### src/rtl/fetch_sequencer_if.sv
// Fetch sequencer bundle: control, instruction-ROM read port and decode-side stream.
interface fetch_sequencer_if #(
    parameter int unsigned WIDTH  = 32,
    parameter int unsigned ADDR_W = 4
) ();
    logic              start;
    logic              redirect;
    logic [ADDR_W-1:0] redirect_pc;
    logic              rom_en_c;
    logic [ADDR_W-1:0] rom_addr;
    logic [WIDTH-1:0]  rom_data;
    logic              inst_valid;
    logic              inst_ready;
    logic [WIDTH-1:0]  inst;
    logic [ADDR_W-1:0] inst_pc;
    logic              busy;
    logic              halted;

    modport master (
        input  start, redirect, redirect_pc, rom_data, inst_ready,
        output rom_en_c, rom_addr, inst_valid, inst, inst_pc, busy, halted
    );

    modport slave (
        output start, redirect, redirect_pc, rom_data, inst_ready,
        input  rom_en_c, rom_addr, inst_valid, inst, inst_pc, busy, halted
    );
endinterface

### src/rtl/fetch_sequencer.sv
// Instruction fetch sequencer: issues ROM reads by PC and streams returned words
// to decode through a 2-entry FIFO, halting on a zero word or at end of ROM.
module fetch_sequencer #(
    parameter int unsigned WIDTH    = 32,
    parameter int unsigned NUM_INST = 15,
    parameter int unsigned ADDR_W   = 4
) (
    input  logic              iClk,
    input  logic              iRstN,
    fetch_sequencer_if.master bus
);
    // One spare PC bit so NUM_INST == 2**ADDR_W still stops cleanly.
    localparam int unsigned     PC_W   = ADDR_W + 1;
    localparam int unsigned     DEPTH  = 2;
    localparam logic [PC_W-1:0] PC_END = PC_W'(NUM_INST);

    typedef enum logic [1:0] {
        S_IDLE  = 2'd0,
        S_FETCH = 2'd1,
        S_HALT  = 2'd2
    } state_t;

    state_t            state;
    state_t            state_nxt;
    logic [PC_W-1:0]   pc;
    logic              inflight;
    logic [ADDR_W-1:0] ret_pc;
    logic              halt_seen;
    logic [WIDTH-1:0]  fifo_inst [DEPTH];
    logic [ADDR_W-1:0] fifo_pc   [DEPTH];
    logic              rd_ptr;
    logic              wr_ptr;
    logic [1:0]        count;

    logic pop;
    logic push;
    logic issue;
    logic flush;
    logic restart;
    logic ret_noop;
    logic drained;

    // State register
    always_ff @(posedge iClk) begin
        if (!iRstN) begin
            state <= S_IDLE;
        end else begin
            state <= state_nxt;
        end
    end

    // Next state and per-cycle control
    always_comb begin
        state_nxt = state;
        issue     = 1'b0;
        push      = 1'b0;
        flush     = 1'b0;
        restart   = 1'b0;
        ret_noop  = 1'b0;
        pop       = (count != 2'd0) && bus.inst_ready;
        drained   = (count == 2'd0) && !inflight;
        case (state)
            S_IDLE, S_HALT: begin
                if (bus.start) begin
                    state_nxt = S_FETCH;
                    restart   = 1'b1;
                end
            end
            S_FETCH: begin
                if (bus.redirect) begin
                    flush = 1'b1;
                end else begin
                    // Credit: never issue more than the FIFO can absorb after this cycle's pop.
                    issue    = !halt_seen && (pc < PC_END) &&
                               (({1'b0, count} + 3'(inflight)) < (3'd2 + 3'(pop)));
                    push     = inflight && (bus.rom_data != '0) && !halt_seen;
                    ret_noop = inflight && (bus.rom_data == '0);
                    if (drained && (halt_seen || (pc >= PC_END))) begin
                        state_nxt = S_HALT;
                    end
                end
            end
            default: state_nxt = S_IDLE;
        endcase
    end

    // PC, in-flight tracking and FIFO pointers
    always_ff @(posedge iClk) begin
        if (!iRstN) begin
            pc        <= '0;
            inflight  <= 1'b0;
            ret_pc    <= '0;
            halt_seen <= 1'b0;
            rd_ptr    <= 1'b0;
            wr_ptr    <= 1'b0;
            count     <= 2'd0;
        end else if (restart) begin
            pc        <= '0;
            halt_seen <= 1'b0;
        end else if (flush) begin
            pc        <= PC_W'(bus.redirect_pc);
            halt_seen <= 1'b0;
            inflight  <= 1'b0;
            rd_ptr    <= 1'b0;
            wr_ptr    <= 1'b0;
            count     <= 2'd0;
        end else begin
            inflight <= issue;
            if (issue) begin
                pc     <= pc + PC_W'(1);
                ret_pc <= pc[ADDR_W-1:0];
            end
            if (ret_noop) begin
                halt_seen <= 1'b1;
            end
            if (push) begin
                wr_ptr <= ~wr_ptr;
            end
            if (pop) begin
                rd_ptr <= ~rd_ptr;
            end
            count <= count + 2'(push) - 2'(pop);
        end
    end

    // FIFO storage; contents are only observed through the valid-gated outputs
    always_ff @(posedge iClk) begin
        if (push) begin
            fifo_inst[wr_ptr] <= bus.rom_data;
            fifo_pc[wr_ptr]   <= ret_pc;
        end
    end

    assign bus.rom_en_c   = issue;
    assign bus.rom_addr   = pc[ADDR_W-1:0];
    assign bus.inst_valid = (count != 2'd0);
    assign bus.inst       = (count != 2'd0) ? fifo_inst[rd_ptr] : '0;
    assign bus.inst_pc    = (count != 2'd0) ? fifo_pc[rd_ptr] : '0;
    assign bus.busy       = (state == S_FETCH);
    assign bus.halted     = (state == S_HALT);
endmodule

### src/flat_wrapper.sv
// flat-port wrapper written by rule: the top's interface ports become plain ports
module fetch_sequencer_flat 
#(
    parameter int unsigned WIDTH    = 32,
    parameter int unsigned NUM_INST = 15,
    parameter int unsigned ADDR_W   = 4
)
  (iClk, iRstN, bus_start, bus_redirect, bus_redirect_pc, bus_rom_data, bus_inst_ready, bus_rom_en_c, bus_rom_addr, bus_inst_valid, bus_inst, bus_inst_pc, bus_busy, bus_halted);
  fetch_sequencer_if #(.WIDTH(WIDTH), .ADDR_W(ADDR_W)) bus_i ();
  input  logic iClk;
  input  logic iRstN;
  input wire logic [$bits(bus_i.start)-1:0] bus_start;
  input wire logic [$bits(bus_i.redirect)-1:0] bus_redirect;
  input wire logic [$bits(bus_i.redirect_pc)-1:0] bus_redirect_pc;
  input wire logic [$bits(bus_i.rom_data)-1:0] bus_rom_data;
  input wire logic [$bits(bus_i.inst_ready)-1:0] bus_inst_ready;
  output wire logic [$bits(bus_i.rom_en_c)-1:0] bus_rom_en_c;
  output wire logic [$bits(bus_i.rom_addr)-1:0] bus_rom_addr;
  output wire logic [$bits(bus_i.inst_valid)-1:0] bus_inst_valid;
  output wire logic [$bits(bus_i.inst)-1:0] bus_inst;
  output wire logic [$bits(bus_i.inst_pc)-1:0] bus_inst_pc;
  output wire logic [$bits(bus_i.busy)-1:0] bus_busy;
  output wire logic [$bits(bus_i.halted)-1:0] bus_halted;
  assign bus_i.start = bus_start;
  assign bus_i.redirect = bus_redirect;
  assign bus_i.redirect_pc = bus_redirect_pc;
  assign bus_i.rom_data = bus_rom_data;
  assign bus_i.inst_ready = bus_inst_ready;
  assign bus_rom_en_c = bus_i.rom_en_c;
  assign bus_rom_addr = bus_i.rom_addr;
  assign bus_inst_valid = bus_i.inst_valid;
  assign bus_inst = bus_i.inst;
  assign bus_inst_pc = bus_i.inst_pc;
  assign bus_busy = bus_i.busy;
  assign bus_halted = bus_i.halted;
  fetch_sequencer #(.WIDTH(WIDTH), .NUM_INST(NUM_INST), .ADDR_W(ADDR_W)) u_core (.iClk(iClk), .iRstN(iRstN), .bus(bus_i));
endmodule
### config.mk
export PLATFORM = sky130hd
export DESIGN_NAME = fetch_sequencer_flat
export DESIGN_NICKNAME = d
export VERILOG_FILES = /design/src/rtl/fetch_sequencer_if.sv /design/src/rtl/fetch_sequencer.sv /design/src/flat_wrapper.sv
export SDC_FILE = /design/constraint.sdc
export NUM_CORES = 1
export LEC_CHECK = 0
export ABC_AREA = 1
export BUFFER_PORTS_ARGS = -buffer_cell sky130_fd_sc_hd__buf_2
export CORE_ASPECT_RATIO = 0.75
export CORE_MARGIN = 2
export CORE_UTILIZATION = 49
export DETAILED_ROUTE_END_ITERATION = 6
export GPL_ROUTABILITY_DRIVEN = 0
export PLACE_DENSITY = 0.8
export SKIP_CTS_REPAIR_TIMING = 1
export SLEW_MARGIN = 5
export SYNTH_ARGS = -nofsm -noshare
export SYNTH_HDL_FRONTEND = slang
export SYNTH_SLANG_ARGS = --single-unit
### constraint.sdc
create_clock -name iClk -period 3.8 [get_ports iClk]
set_input_delay 0.38 -clock iClk [delete_from_list [all_inputs] [get_ports iClk]]
set_output_delay 0.38 -clock iClk [all_outputs]
set_load 0.05 [all_outputs]
======== After elaboration in Yosys (flattened, before gate mapping) ========
Memories as Yosys holds them, arrays and structs flattened. A register that Yosys moved wholly into a read port is not among the register bits.
Index checks and enable logic that the tools add are counted.
storage, ports and cells
  register bits ........................... 17
  memory bits (writable) .................. 72
  output and inout port bits .............. 44
  logic and storage cells ................. 85
  memories kept ........................... 2
memories
  name              depth  width  rd ports  clocked after memory_dff  write ports  line                   text
  u_core.fifo_inst  2      32     1         1                         1            fetch_sequencer.sv:29  logic [WIDTH-1:0] fifo_inst [DEPTH];
  u_core.fifo_pc    2      4      1         1                         1            fetch_sequencer.sv:30  logic [ADDR_W-1:0] fifo_pc [DEPTH];
operators by class
  $add $sub $neg .......................... 5
  $lt $le $gt $ge ......................... 3
  equality and inequality tests ........... 5
  muxes and demuxes ....................... 30
  bitwise logic cells ..................... 5
  reduce and logical (&&, ||, !) cells .... 26
operators with widths
  operator             number
  $logic_not 32->1     1
  $mux 32              1
  $reduce_bool 32->1   1
  $mux 1               21
  $mux 4               3
  $logic_and 1x1->1    8
  $mux 2               4
  $reduce_bool 2->1    4
  $reduce_and 3->1     2
  $add 5x1->5 const B  1
  $ge 5x4->1 const B   1
  $lt 5x4->1 const B   1
  $not 1->1            5
  $logic_not 2->1      2
  $ne 2x2->1 const B   2
  $pmux 2 s2           1
  $reduce_and 2->1     2
  $reduce_or 2->1      2
  $add 2x1->3          1
  $add 2x1->3 const A  1
  $lt 3x3->1           1
  $reduce_or 3->1      1
  $add 2x1->2          1
  $eq 2x1->1 const B   1
  other kinds (5)      6

======== Longest topological paths before layout ========
  word-level depth ........................ 9
  mapped depth ............................ 11
  gate-level depth less buffers ........... 11

======== Worst setup path before layout ========
No wires, ideal clock.
  path type ............................... register -> register
  start point ............................. reg u_core.state[0]
  end point ............................... mem u_core.fifo_inst[0][0], enable pin
  library setup time ...................... 0.474 ns
  arrival time ............................ 3.570 ns
  required time ........................... 3.326 ns
  path slack .............................. -0.244 ns
  stages on the path, launching flop included .. 7
  buffers on the path ..................... 0
  cells stage by stage .................... dfxtp_1 > inv_2 > nor2_4 > nand2_2 > nor2_1 > nand2_1 > nor3_1
on the way
  longest elaborated chain between the ends .. 4
ends and longest elaborated chain
  item                          line                    text
  from (decl)                   fetch_sequencer.sv:23   state_t state;
  from (signal assigned)        fetch_sequencer.sv:48   state <= state_nxt;
  $eq 2x1->1                    n/a
  named net bus_busy            flat_wrapper.sv:22      output wire logic [$bits(bus_i.busy)-1:0] bus_busy;
  $mux 1                        fetch_sequencer.sv:62   case (state)
  $mux 1                        fetch_sequencer.sv:128  if (push) begin
  $mux 1 (not written as such)  fetch_sequencer.sv:129  fifo_inst[wr_ptr] <= bus.rom_data;
  to (decl)                     fetch_sequencer.sv:29
The timed path passes the listed nets, and every way through them passes these cells.

==> results.yml <==
logic_synthesis:
  async_reset_ff_frac: 0
  synthAdderAreaFrac: 0.0195
  ys_seq_area_frac: 0.656
  netlist_area_um2: 3840
  synth_top_family_by_area: "simple AND/OR/NAND/NOR gates"
  synth_edf_count: 72
  synth_cell_type_count: 27
  synth_seq_cells: 90
  synth.most_common_cell: "nand2_1"
  syn_nets: 432
  synthSimpleGateAreaFrac: 0.183
  yosysTopAreaCell: "edfxtp_1"
  synthTopCellsByCount: "nand2_1, edfxtp_1, a21oi_1"
  synth_xor_area_frac: 0.00456
  avgSynthCellArea_um2: 9.99
  ys_top_cells_by_area: "edfxtp_1, nand2_1, dfxtp_1"
  syn-instance-count: 385
  synth_flop_cell: "edfxtp_1"
  synth_compound_area_frac: 0.0748
  synthMuxAreaShare: 0
  yosysTopAreaCellShare: 0.562
  synth_warnings: 0
clocking:
  clock_latency_ps: 360
  cts-root-buf: "clkbuf_8"
  clk_pin_slew_ps: 90
  cts_buffers: 9
  ctsHtreeMaxLevel: 3
  cts_tree: "done"
  clock_sinks: 90
  clockBufferDepth: 2
global_routing:
  grt_max_degree: 37
  grt_pass1_vias: 2632
  gr-total-overflow: 0
  grt.total_usage: 0.192
  antenna_found_initial: 0
  grt_first_pass_wirelength_um: 12700
timing:
  maxSlewViolCount: 0
  timing.final.crit_period_ps: 2510
  setup_viol: 0
  tightest_slew_ps: 1040
  finalCritPeriodShare: 0.660
  hold_viol: 0
  grt_setup_unrepaired: "false"
  tns_ps: 0
  fmax_mhz: 399
  skew_ps: 7.41
  max-slew-margin-rel: 0.304
critical_path:
  slowest_delay_ps: 790
  cp_max_fo: 36
  path_buf_inv: 2
  cp-end-kind: "output pin"
  critPathTopFamily: "buffers and inverters"
  path_class: "reg2out"
  cp_cell_sequence: "clkinv_1 -> nand2_1 -> a21oi_1 -> buf_2"
  slowest_stage: "clkinv_1"
  start_kind: "flop"
  ff2ff_setup_slack_ps: 1300
  cp.required_ps: 3420
  crit_arrival_ps: 2130
layout:
  stdcell_area_um2: 4510
  nNetsFinal: 514
  drive_gt1_frac: 0.233
  final_util: 0.604
  area.growth.synth_to_final_pct: 17.2
  multi_input_area_um2: 1100
  seqCellArea_um2: 2520
  fin_cells: 573
  fillers: 616
  antennaDiodeCount: 0
die:
  fp.dieH_um: 80.7
  die-area_um2: 8580
  start_util: 0.515
  num_rows: 27
  coreArea_um2: 7470
  boundaryPins: 85
  die_x_um: 106
pwr:
  powerDensity_nw_per_um2: 394
  total_power_mw: 1.78
  peakVddDrop_mv: 0.212
  p_leak_nw: 1.95
min_path:
  worstHoldPathType: "in2reg"
route:
  wire_per_inst_um: 13.8
  drtIter0Drc: 212
  routed_wirelength_um: 7900
  vias_per_cell: 4.86
  drc: 0
  first_pass_iters: 4
  vias: 2782
  antenna_left: 0
place:
  post-dp-hpwl_um: 5510
  place_area_um2: 4330
  port_buffers: 84
  placedCellCount: 557
outcome:
  status: "finished clean"
job:
  drv_cap: 0
registers in the layout, summed over array words and instances (netlist names), named ones only:
name	cells
u_core.inflight	1
u_core.fifo_pc	8
u_core.ret_pc	4
u_core.rd_ptr	1
u_core.pc	5
u_core.fifo_inst	64
u_core.count	2
u_core.wr_ptr	1
u_core.state	2
u_core.halt_seen	1
worst reg2reg max path: stages (launching register included):
cell	delay, ps
dfxtp_1	400
inv_2	80
nor2_4	120
nand2_2	80
nor2_1	150
nand2_1	150
inv_1	80
nand3_1	100
inv_1	660
buf_4	380
routing by layer:
layer  wire length [µm]  share of wire  vias to the layer above  global-route usage
met2               3640           0.46                       94               0.308
li1                   -              -                     1426                   -
met5                  0              0                        -                   0
met4                 59         0.0075                        0              0.0592
met1               3640           0.46                     1255               0.262
met3                567          0.072                        7              0.0471
logic make-up (layout without fill, tap and decap cells):
| group | Yosys count | count (layout) |
|---|---|---|
| xor gates and xnor gates | 2 | 2 |
| buffers and inverters | 54 | 141 |
| AOI/OAI and AO/OA | 57 | 57 |
| DFF | 90 | 90 |
| and+or+nand+nor | 176 | 176 |
| adders and majority gates | 6 | 6 |
stage by stage:
stage / hold slack (ps) / worst slack [ps]
6_report: 226 / 1290
3_3_place_gp: 440 / 1390
4_1_cts: 210 / 1210
5_1_grt: 202 / 1070
2_1_floorplan: 426 / 860
3_5_place_dp: 443 / 1290
path summary, 6_finish.rpt:
path | from | to | cells past startpoint
setup / recovery | flop | bus_inst[20] | 4
hold / removal | bus_rom_data[26] | u_core.fifo_inst[1][26] | 1
setup reg to reg | u_core.state[0] | u_core.fifo_inst[1][1] | 9
hold reg to reg | u_core.ret_pc[3] | u_core.fifo_pc[1][3] | 0
where the power goes:
group	leakage [nW]	switching (mW)	internal, mW	total [mW]
Combinational	1.07	0.0878	0.0366	0.124
Sequential	0.795	0.00485	1.07	1.07
Clock	0.0841	0.339	0.241	0.580
placed cells by master (no fill, tap or decap), types with 2 or more instances in the layout:
| cell | n |
|---|---|
| o21ai_0 | 6 |
| nand3_1 | 11 |
| edfxtp_1 | 72 |
| inv_1 | 35 |
| ha_1 | 6 |
| clkinvlp_4 | 2 |
| a21oi_1 | 50 |
| buf_4 | 4 |
| inv_6 | 3 |
| nand2_1 | 119 |
| buf_2 | 84 |
| clkinv_1 | 2 |
| dfxtp_1 | 18 |
| clkbuf_8 | 9 |
| nor2_1 | 39 |
layout make-up:
cell class / instances / share of cell area
clock buffers: 9 / 0.0275
clock inverters: 7 / 0.0111
inverters: 37 / 0.0308
multi-input cells: 241 / 0.243
flip-flops and latches: 90 / 0.560
well taps: 101 / 0.0280
repair buffers: 88 / 0.0999
Power figures use the tool's default switching activity.
